## src/rtl/uart_tx_fifo_if.sv

```systemverilog
// uart_tx_fifo_if: producer-side valid/ready word handshake for the buffered UART transmitter.
interface uart_tx_fifo_if #(
  parameter int unsigned BITS_N = 8
);
  logic [BITS_N-1:0] data_tx;
  logic              valid;
  logic              ready;

  modport master (output data_tx, output valid, input ready);
  modport slave  (input data_tx, input valid, output ready);
endinterface

```

## src/rtl/uart_tx_fifo.sv

```systemverilog
// uart_tx_fifo: buffered UART transmitter. Words are queued in a FIFO and sent
// LSB-first with a start bit, optional parity and 1 or 2 stop bits. Frames go out
// back-to-back, with no idle gap, while words are queued.
// Optional feature macro: UART_TX_BREAK_EN adds the send_break input and a BREAK state
// that holds the line low for at least one frame time.
module uart_tx_fifo #(
  parameter int unsigned CLKS_PER_BIT = 434,
  parameter int unsigned BITS_N       = 8,
  parameter int unsigned PARITY_TYPE  = 2,
  parameter int unsigned STOP_BITS    = 1,
  parameter int unsigned FIFO_DEPTH   = 16
) (
  input  logic                        clk,
  input  logic                        rst,
  uart_tx_fifo_if.slave               tx_if,
`ifdef UART_TX_BREAK_EN
  input  logic                        send_break,
`endif
  output logic                        uart_out,
  output logic                        busy,
  output logic [$clog2(FIFO_DEPTH):0] fifo_count
);
  localparam int unsigned CNT_W  = $clog2(CLKS_PER_BIT);
  localparam int unsigned BIT_W  = $clog2(BITS_N) + 1;
  localparam int unsigned PTR_W  = $clog2(FIFO_DEPTH);
  localparam int unsigned FCNT_W = PTR_W + 1;
  localparam bit          HAS_PARITY = (PARITY_TYPE != 0);
  localparam logic [CNT_W-1:0]  CNT_LAST  = CNT_W'(CLKS_PER_BIT - 1);
  localparam logic [BIT_W-1:0]  BIT_LAST  = BIT_W'(BITS_N - 1);
  localparam logic              STOP_LAST = 1'(STOP_BITS - 1);
  localparam logic [FCNT_W-1:0] FULL_CNT  = FCNT_W'(FIFO_DEPTH);
`ifdef UART_TX_BREAK_EN
  localparam int unsigned FRAME_CLKS =
    (1 + BITS_N + ((PARITY_TYPE != 0) ? 1 : 0) + STOP_BITS) * CLKS_PER_BIT;
  localparam int unsigned BRK_W = $clog2(FRAME_CLKS);
  localparam logic [BRK_W-1:0] BRK_LAST = BRK_W'(FRAME_CLKS - 1);
`endif

  typedef enum logic [2:0] {
    S_IDLE   = 3'd0,
    S_START  = 3'd1,
    S_DATA   = 3'd2,
    S_PARITY = 3'd3,
    S_STOP   = 3'd4
`ifdef UART_TX_BREAK_EN
    , S_BREAK = 3'd5
`endif
  } state_t;

  state_t            state, state_nx, launch_c;
  logic [BITS_N-1:0] mem [FIFO_DEPTH];
  logic [PTR_W-1:0]  wr_ptr, rd_ptr;
  logic [BITS_N-1:0] shift, shift_nx, head_c;
  logic              par_bit, par_nx;
  logic [CNT_W-1:0]  clk_cnt;
  logic [BIT_W-1:0]  bit_n;
  logic              stop_n;
  logic              push_c, pop_c, launch_pop_c, bit_end_c, line_nx, busy_nx;
`ifdef UART_TX_BREAK_EN
  logic [BRK_W-1:0]  brk_cnt;
`endif

  assign tx_if.ready = (fifo_count != FULL_CNT);
  assign push_c      = tx_if.valid && tx_if.ready;
  assign bit_end_c   = (clk_cnt == CNT_LAST);

  // State register
  always_ff @(posedge clk) begin
    if (rst) state <= S_IDLE;
    else     state <= state_nx;
  end

  // Next state; launch_c is what follows IDLE or the last stop cycle (break beats a pop)
  always_comb begin
    state_nx     = state;
    pop_c        = 1'b0;
    launch_c     = S_IDLE;
    launch_pop_c = 1'b0;
    if (fifo_count != '0) begin
      launch_c     = S_START;
      launch_pop_c = 1'b1;
    end
`ifdef UART_TX_BREAK_EN
    if (send_break) begin
      launch_c     = S_BREAK;
      launch_pop_c = 1'b0;
    end
`endif
    case (state)
      S_IDLE: begin
        state_nx = launch_c;
        pop_c    = launch_pop_c;
      end
      S_START:  if (bit_end_c) state_nx = S_DATA;
      S_DATA:   if (bit_end_c && bit_n == BIT_LAST) state_nx = HAS_PARITY ? S_PARITY : S_STOP;
      S_PARITY: if (bit_end_c) state_nx = S_STOP;
      S_STOP: begin
        if (bit_end_c && stop_n == STOP_LAST) begin
          state_nx = launch_c;
          pop_c    = launch_pop_c;
        end
      end
`ifdef UART_TX_BREAK_EN
      S_BREAK:  if (brk_cnt == BRK_LAST && !send_break) state_nx = S_STOP;
`endif
      default:  state_nx = S_IDLE;
    endcase
  end

  // Output comb: line level and busy for the state being entered, plus shift/parity loads
  always_comb begin
    head_c   = mem[rd_ptr];
    shift_nx = shift;
    par_nx   = par_bit;
    line_nx  = 1'b1;
    if (pop_c) begin
      shift_nx = head_c;
      par_nx   = (PARITY_TYPE == 1) ? ~^head_c : ^head_c;
    end else if (state == S_DATA && bit_end_c) begin
      shift_nx = shift >> 1;
    end
    case (state_nx)
      S_START:  line_nx = 1'b0;
      S_DATA:   line_nx = shift_nx[0];
      S_PARITY: line_nx = par_nx;
`ifdef UART_TX_BREAK_EN
      S_BREAK:  line_nx = 1'b0;
`endif
      default:  line_nx = 1'b1;
    endcase
    busy_nx = (state_nx != S_IDLE);
  end

  // Registered line, busy and the latched word/parity of the frame in flight
  always_ff @(posedge clk) begin
    if (rst) begin
      uart_out <= 1'b1;
      busy     <= 1'b0;
      shift    <= '0;
      par_bit  <= 1'b0;
    end else begin
      uart_out <= line_nx;
      busy     <= busy_nx;
      shift    <= shift_nx;
      par_bit  <= par_nx;
    end
  end

  // Bit timing; each counter restarts on entry to the state that uses it
  always_ff @(posedge clk) begin
    if (rst) begin
      clk_cnt <= '0;
      bit_n   <= '0;
      stop_n  <= 1'b0;
    end else begin
      if (state == S_IDLE || bit_end_c || state_nx != state) clk_cnt <= '0;
      else                                                  clk_cnt <= clk_cnt + 1'b1;
      if (state != S_DATA) bit_n  <= '0;
      else if (bit_end_c)  bit_n  <= bit_n + 1'b1;
      if (state != S_STOP) stop_n <= 1'b0;
      else if (bit_end_c)  stop_n <= stop_n + 1'b1;
    end
  end

`ifdef UART_TX_BREAK_EN
  // Break duration, saturating once the minimum frame time has elapsed
  always_ff @(posedge clk) begin
    if (rst || state != S_BREAK) brk_cnt <= '0;
    else if (brk_cnt != BRK_LAST) brk_cnt <= brk_cnt + 1'b1;
  end
`endif

  // FIFO storage; contents need no reset, only the pointers do
  always_ff @(posedge clk) begin
    if (push_c) mem[wr_ptr] <= tx_if.data_tx;
  end

  // FIFO pointers and occupancy (word on the line is not counted)
  always_ff @(posedge clk) begin
    if (rst) begin
      wr_ptr     <= '0;
      rd_ptr     <= '0;
      fifo_count <= '0;
    end else begin
      if (push_c) wr_ptr <= wr_ptr + 1'b1;
      if (pop_c)  rd_ptr <= rd_ptr + 1'b1;
      case ({push_c, pop_c})
        2'b10:   fifo_count <= fifo_count + 1'b1;
        2'b01:   fifo_count <= fifo_count - 1'b1;
        default: fifo_count <= fifo_count;
      endcase
    end
  end
endmodule

```

## src/flat_wrapper.sv

```systemverilog
// flat-port wrapper written by rule: the top's interface ports become plain ports
module uart_tx_fifo_flat 
#(
  parameter int unsigned CLKS_PER_BIT = 434,
  parameter int unsigned BITS_N       = 8,
  parameter int unsigned PARITY_TYPE  = 2,
  parameter int unsigned STOP_BITS    = 1,
  parameter int unsigned FIFO_DEPTH   = 16
)
  (clk, rst, uart_out, busy, fifo_count, tx_if_data_tx, tx_if_valid, tx_if_ready);
  uart_tx_fifo_if #(.BITS_N(BITS_N)) tx_if_i ();
  input  logic clk;
  input  logic rst;
  output logic uart_out;
  output logic busy;
  output logic [$clog2(FIFO_DEPTH):0] fifo_count;
  input wire logic [$bits(tx_if_i.data_tx)-1:0] tx_if_data_tx;
  input wire logic [$bits(tx_if_i.valid)-1:0] tx_if_valid;
  output wire logic [$bits(tx_if_i.ready)-1:0] tx_if_ready;
  assign tx_if_i.data_tx = tx_if_data_tx;
  assign tx_if_i.valid = tx_if_valid;
  assign tx_if_ready = tx_if_i.ready;
  uart_tx_fifo #(.CLKS_PER_BIT(CLKS_PER_BIT), .BITS_N(BITS_N), .PARITY_TYPE(PARITY_TYPE), .STOP_BITS(STOP_BITS), .FIFO_DEPTH(FIFO_DEPTH)) u_core (.clk(clk), .rst(rst), .tx_if(tx_if_i), .uart_out(uart_out), .busy(busy), .fifo_count(fifo_count));
endmodule
```

## config.mk

```make
export PLATFORM = sky130hd
export DESIGN_NAME = uart_tx_fifo_flat
export DESIGN_NICKNAME = d
export VERILOG_FILES = /design/src/rtl/uart_tx_fifo_if.sv /design/src/rtl/uart_tx_fifo.sv /design/src/flat_wrapper.sv
export SDC_FILE = /design/constraint.sdc
export NUM_CORES = 1
export LEC_CHECK = 0
export CAP_MARGIN = 20
export CORE_ASPECT_RATIO = 1.25
export CORE_MARGIN = 3
export CORE_UTILIZATION = 65
export DETAILED_ROUTE_END_ITERATION = 12
export PLACE_DENSITY = 0.83
export RECOVER_POWER = 50
export SYNTH_ARGS = -nofsm -noshare
export SYNTH_HDL_FRONTEND = slang
export SYNTH_SLANG_ARGS = --single-unit
```

## constraint.sdc

```tcl
create_clock -name clk -period 6.2 [get_ports clk]
set_clock_uncertainty 0.1 [all_clocks]
set_input_delay 0.62 -clock clk [delete_from_list [all_inputs] [get_ports clk]]
set_output_delay 0.62 -clock clk [all_outputs]
set_load 0.01 [all_outputs]
```

==> results.md <==
- CP most frequent cell: ha_1
- Gr ovfl total: 0
- Crit path arrival time: a little over 4 ns
- Initial core utilization: 68.1%
- Peak supply drop: around 0.22 mV
- Detailed Place HPWL: approximately 8 mm
- Area contributors post-synth: edfxtp_1 (54%), dfxtp_1 (13%), mux4_2 (7.0%)
- EDFF count, synth: between 100 and 150
- Leakage: between 0.002 and 0.003 µW
- Worst-path maximum fanout: 17
- Post-synth cell types: between 40 and 50
- Register area: approximately 4700 µm²
- Final Hold Violating Endpoints: 0
- CORE AREA: 10,400 µm²
- CP max stage delay: 0.40 ns
- Most common cell in the synthesized netlist: edfxtp_1
- Pin count of the biggest net entering global routing: 33
- Initial antenna violation count: 0
- Power Internal: 2360 µW
- Share of Yosys cell area claimed by the top area cell type: ~54%
- # DRC: 0
- Resize count post-CTS: 0
- DR pass1 iterations: 5
- Net Sw Power: ~920 µW
- Clock sink total: roughly 170
- Register area share after synthesis: around 67%
- Via count of the routed design: 3,948
- Layout area overhead: 12.8%
- Placer Congestion: about 0.85
- R2R Path Start: u_core.clk_cnt[0]
- Final min period: 3.85 ns
- Number of diodes: 0
- Vias/cell: 6.35
- # port buffers: 18
- CP top delay family: compound AO/OA/AOI/OAI gates
- Logic pwr share: a little under a quarter
- Asr flop ratio synth: 0%
- Crit path launch type: register
- Hold Crit Depth: 2
- Filler cells: 592
- GRT Total Usage: between 20% and 30%
- Die width: about 99 µm
- Synth Area per Inst: 15.3 µm²
- Inserted Clock Buffers: 17
- Fin crit share: 62.1%
- Reg2Reg Depth: 14
- First-pass GRT wire length: about 22 mm
- H-tree depth: 4
- Primary FF master, synth: edfxtp_1
- Slew Limit Fails: 0
- Mapped cell area: between 7000 and 8000 µm²
- Number of global-route vias before repair: approximately 4,000
- Net count reported at finish: roughly 500
- Die area: ~12,000 µm²
- FMAX: ~260 MHz
- HP Start: u_core.bit_n[1]
- Sum of negative setup slack: 0 ns
- Buffers & Inverters on Critical Path: 1
- CP max stage cell: dfxtp_1
- DIE HEIGHT: 123 µm
- Wire length per cell: ~22 µm
- Endpoints failing setup: 0
- Crit end category: register
- Yosys warnings: 0
- Setup Fix Bufs, Post-CTS: 0
- Critical path class: reg2reg
- Yosys reg bits: around 170
- HP Class: reg2reg
- Final wirelength: 13.8 mm
- Clock Path Buffers: 2
- Status: finished clean
- Pwr dens: 411 nW/µm²
- List of most frequent post-synthesis cells: edfxtp_1 (128), nor2_1 (58), dfxtp_1 (45)
- CP Data Required Time: between 6 and 7 ns
- Clock slew at reported path FFs: approximately 0.07 ns
- R2r setup slk: ~2.3 ns
- IO Pins: 19
- Mapped Cells: around 460
- Hold-fix buffers, CTS: 0
- Flop pwr share: a little over two fifths
- Syn Nets: approximately 480
- Hold_ws: approximately 0.38 ns
- Antenna-violating nets left: 0
- Root Buffer: clkbuf_16
- Clock power share: around a third
- DR iter-0 viols: approximately 370
- Reg-to-reg endpoint: u_core.fifo_count[4]
- Max Cap Viol: 0
- Clk_lat worst skew: ~0.43 ns
- CTS tree: done
- Row cnt: 41
- Hold Crit Endpoint: u_core.bit_n[1]
- RSZ-0062 raised after global routing: no
- Share of layout cells above drive strength 1: around 13%
- Sw Ratio: 28.0%
- Slew Limit Headroom: 45.6%
- Multi-input logic area: approximately 2200 µm²
- Least-Margin Pin Slew: about 0.81 ns
- Dominant cell type by area after synthesis: edfxtp_1
- Critical-path cell list: ha_1, and4b_1, nand4_1, o21ai_0, o211ai_2, inv_2, ha_1, xor2_1, ha_1, a21oi_1, o22ai_1, a222oi_1, or3_1, a21oi_1
## state kept, by name, indices dropped and copies added, names as in the netlist, named ones only
name               count
u_core.mem           128
u_core.state           3
u_core.uart_out        1
u_core.busy            1
u_core.wr_ptr          4
u_core.stop_n          1
u_core.rd_ptr          4
u_core.par_bit         1
u_core.clk_cnt         9
u_core.shift           8
u_core.bit_n           4
u_core.fifo_count      5
## cell families (layout without fill, tap and decap cells)
kind of cell / count (synthesis) / after routing / share of synthesized area [%]
AO/OA/AOI/OAI: 50 / 50 / 4.80
XOR/XNOR: 30 / 30 / 3.72
adder cells (fa/ha/maj): 11 / 11 / 1.95
buffers and inverters: 32 / 63 / 2.18
flip-flops: 173 / 173 / 67.2
multiplexers: 40 / 40 / 11.9
AND/OR/NAND/NOR: 126 / 126 / 8.24
## worst max-delay path by stage
stage | depth (start not counted) | end | slack [ns] | startpoint
floorplan | 12 | u_core.fifo_count[4] | 3.07 | u_core.fifo_count[1]
global placement | 14 | u_core.fifo_count[4] | 2.62 | u_core.clk_cnt[0]
detailed placement | 14 | u_core.fifo_count[4] | 2.46 | u_core.clk_cnt[0]
CTS | 14 | u_core.fifo_count[4] | 2.44 | u_core.clk_cnt[0]
global route | 14 | u_core.fifo_count[4] | 2.03 | u_core.clk_cnt[0]
finish | 14 | u_core.fifo_count[4] | 2.35 | u_core.clk_cnt[0]
## per-layer routing
metal  vias to the layer above  part of all wire (%)  GRT usage, %  wire, µm
met5                         -                     0             0         0
met4                         0                   3.0          10.8       422
met3                        34                   4.1          4.89       563
met2                       136                    52          41.3      7240
met1                      1980                    41          31.5      5620
li1                       1798                     -             -         -
## power groups by stage
stage                     logic, µW  clock network [µW]  registers [µW]
final                           739                1130            1410
after global routing            807                1190            1420
after CTS                       742                1140            1410
after detailed placement        724                   0            1430
after global placement          704                   0            1430
after floorplan                 590                   0            1390
## worst register-to-register path, delay by kind of cell (launching register included)
family,cells,cell delay [ns]
xor gates and xnor gates,1,0.10
buffers and inverters,1,0.28
AOI/OAI and AO/OA,6,1.51
and+or+nand+nor,3,0.69
DFF,1,0.40
adders and majority gates,3,0.66
## per-stage QoR
| step | instances | setup WS (ns) | util (%) | power (µW) | area [µm²] |
|---|---|---|---|---|---|
| final | 622 | 2.35 | 76.8 | 3280 | 7960 |
| after detailed placement | 589 | 2.46 | 70.6 | 2160 | 7310 |
| after CTS | 621 | 2.44 | 76.7 | 3290 | 7950 |
| after floorplan | 462 | 3.07 | - | 1980 | 7060 |
| after global placement | 589 | 2.62 | 70.6 | 2130 | 7310 |
| after global routing | 622 | 2.03 | 76.8 | 3420 | 7960 |
## area by class of cell
type / count / area share [%]
multi-input cells: 257 / 27.0
repair buffers: 24 / 3.03
clock inverters: 14 / 2.56
inverters: 7 / 0.330
flip-flops and latches: 173 / 59.6
clock buffers: 18 / 5.39
well taps: 129 / 2.03
## layout by cell type, fill, tap and decap left out, drive strengths merged, types with 7 or more instances in the layout
cell and n:
dlygate4sd3 10, ha 11, clkdlybuf4s50 8, nor2 58, nand2 29, a21oi 11
inv 13, a22oi 17, mux2i 8, edfxtp 128, mux4 32, o21ai 7
xnor2 17, clkbuf 19, dfxtp 45, xor2 13, a211oi 8, nor3 9
(Power assumes the default switching activity.)
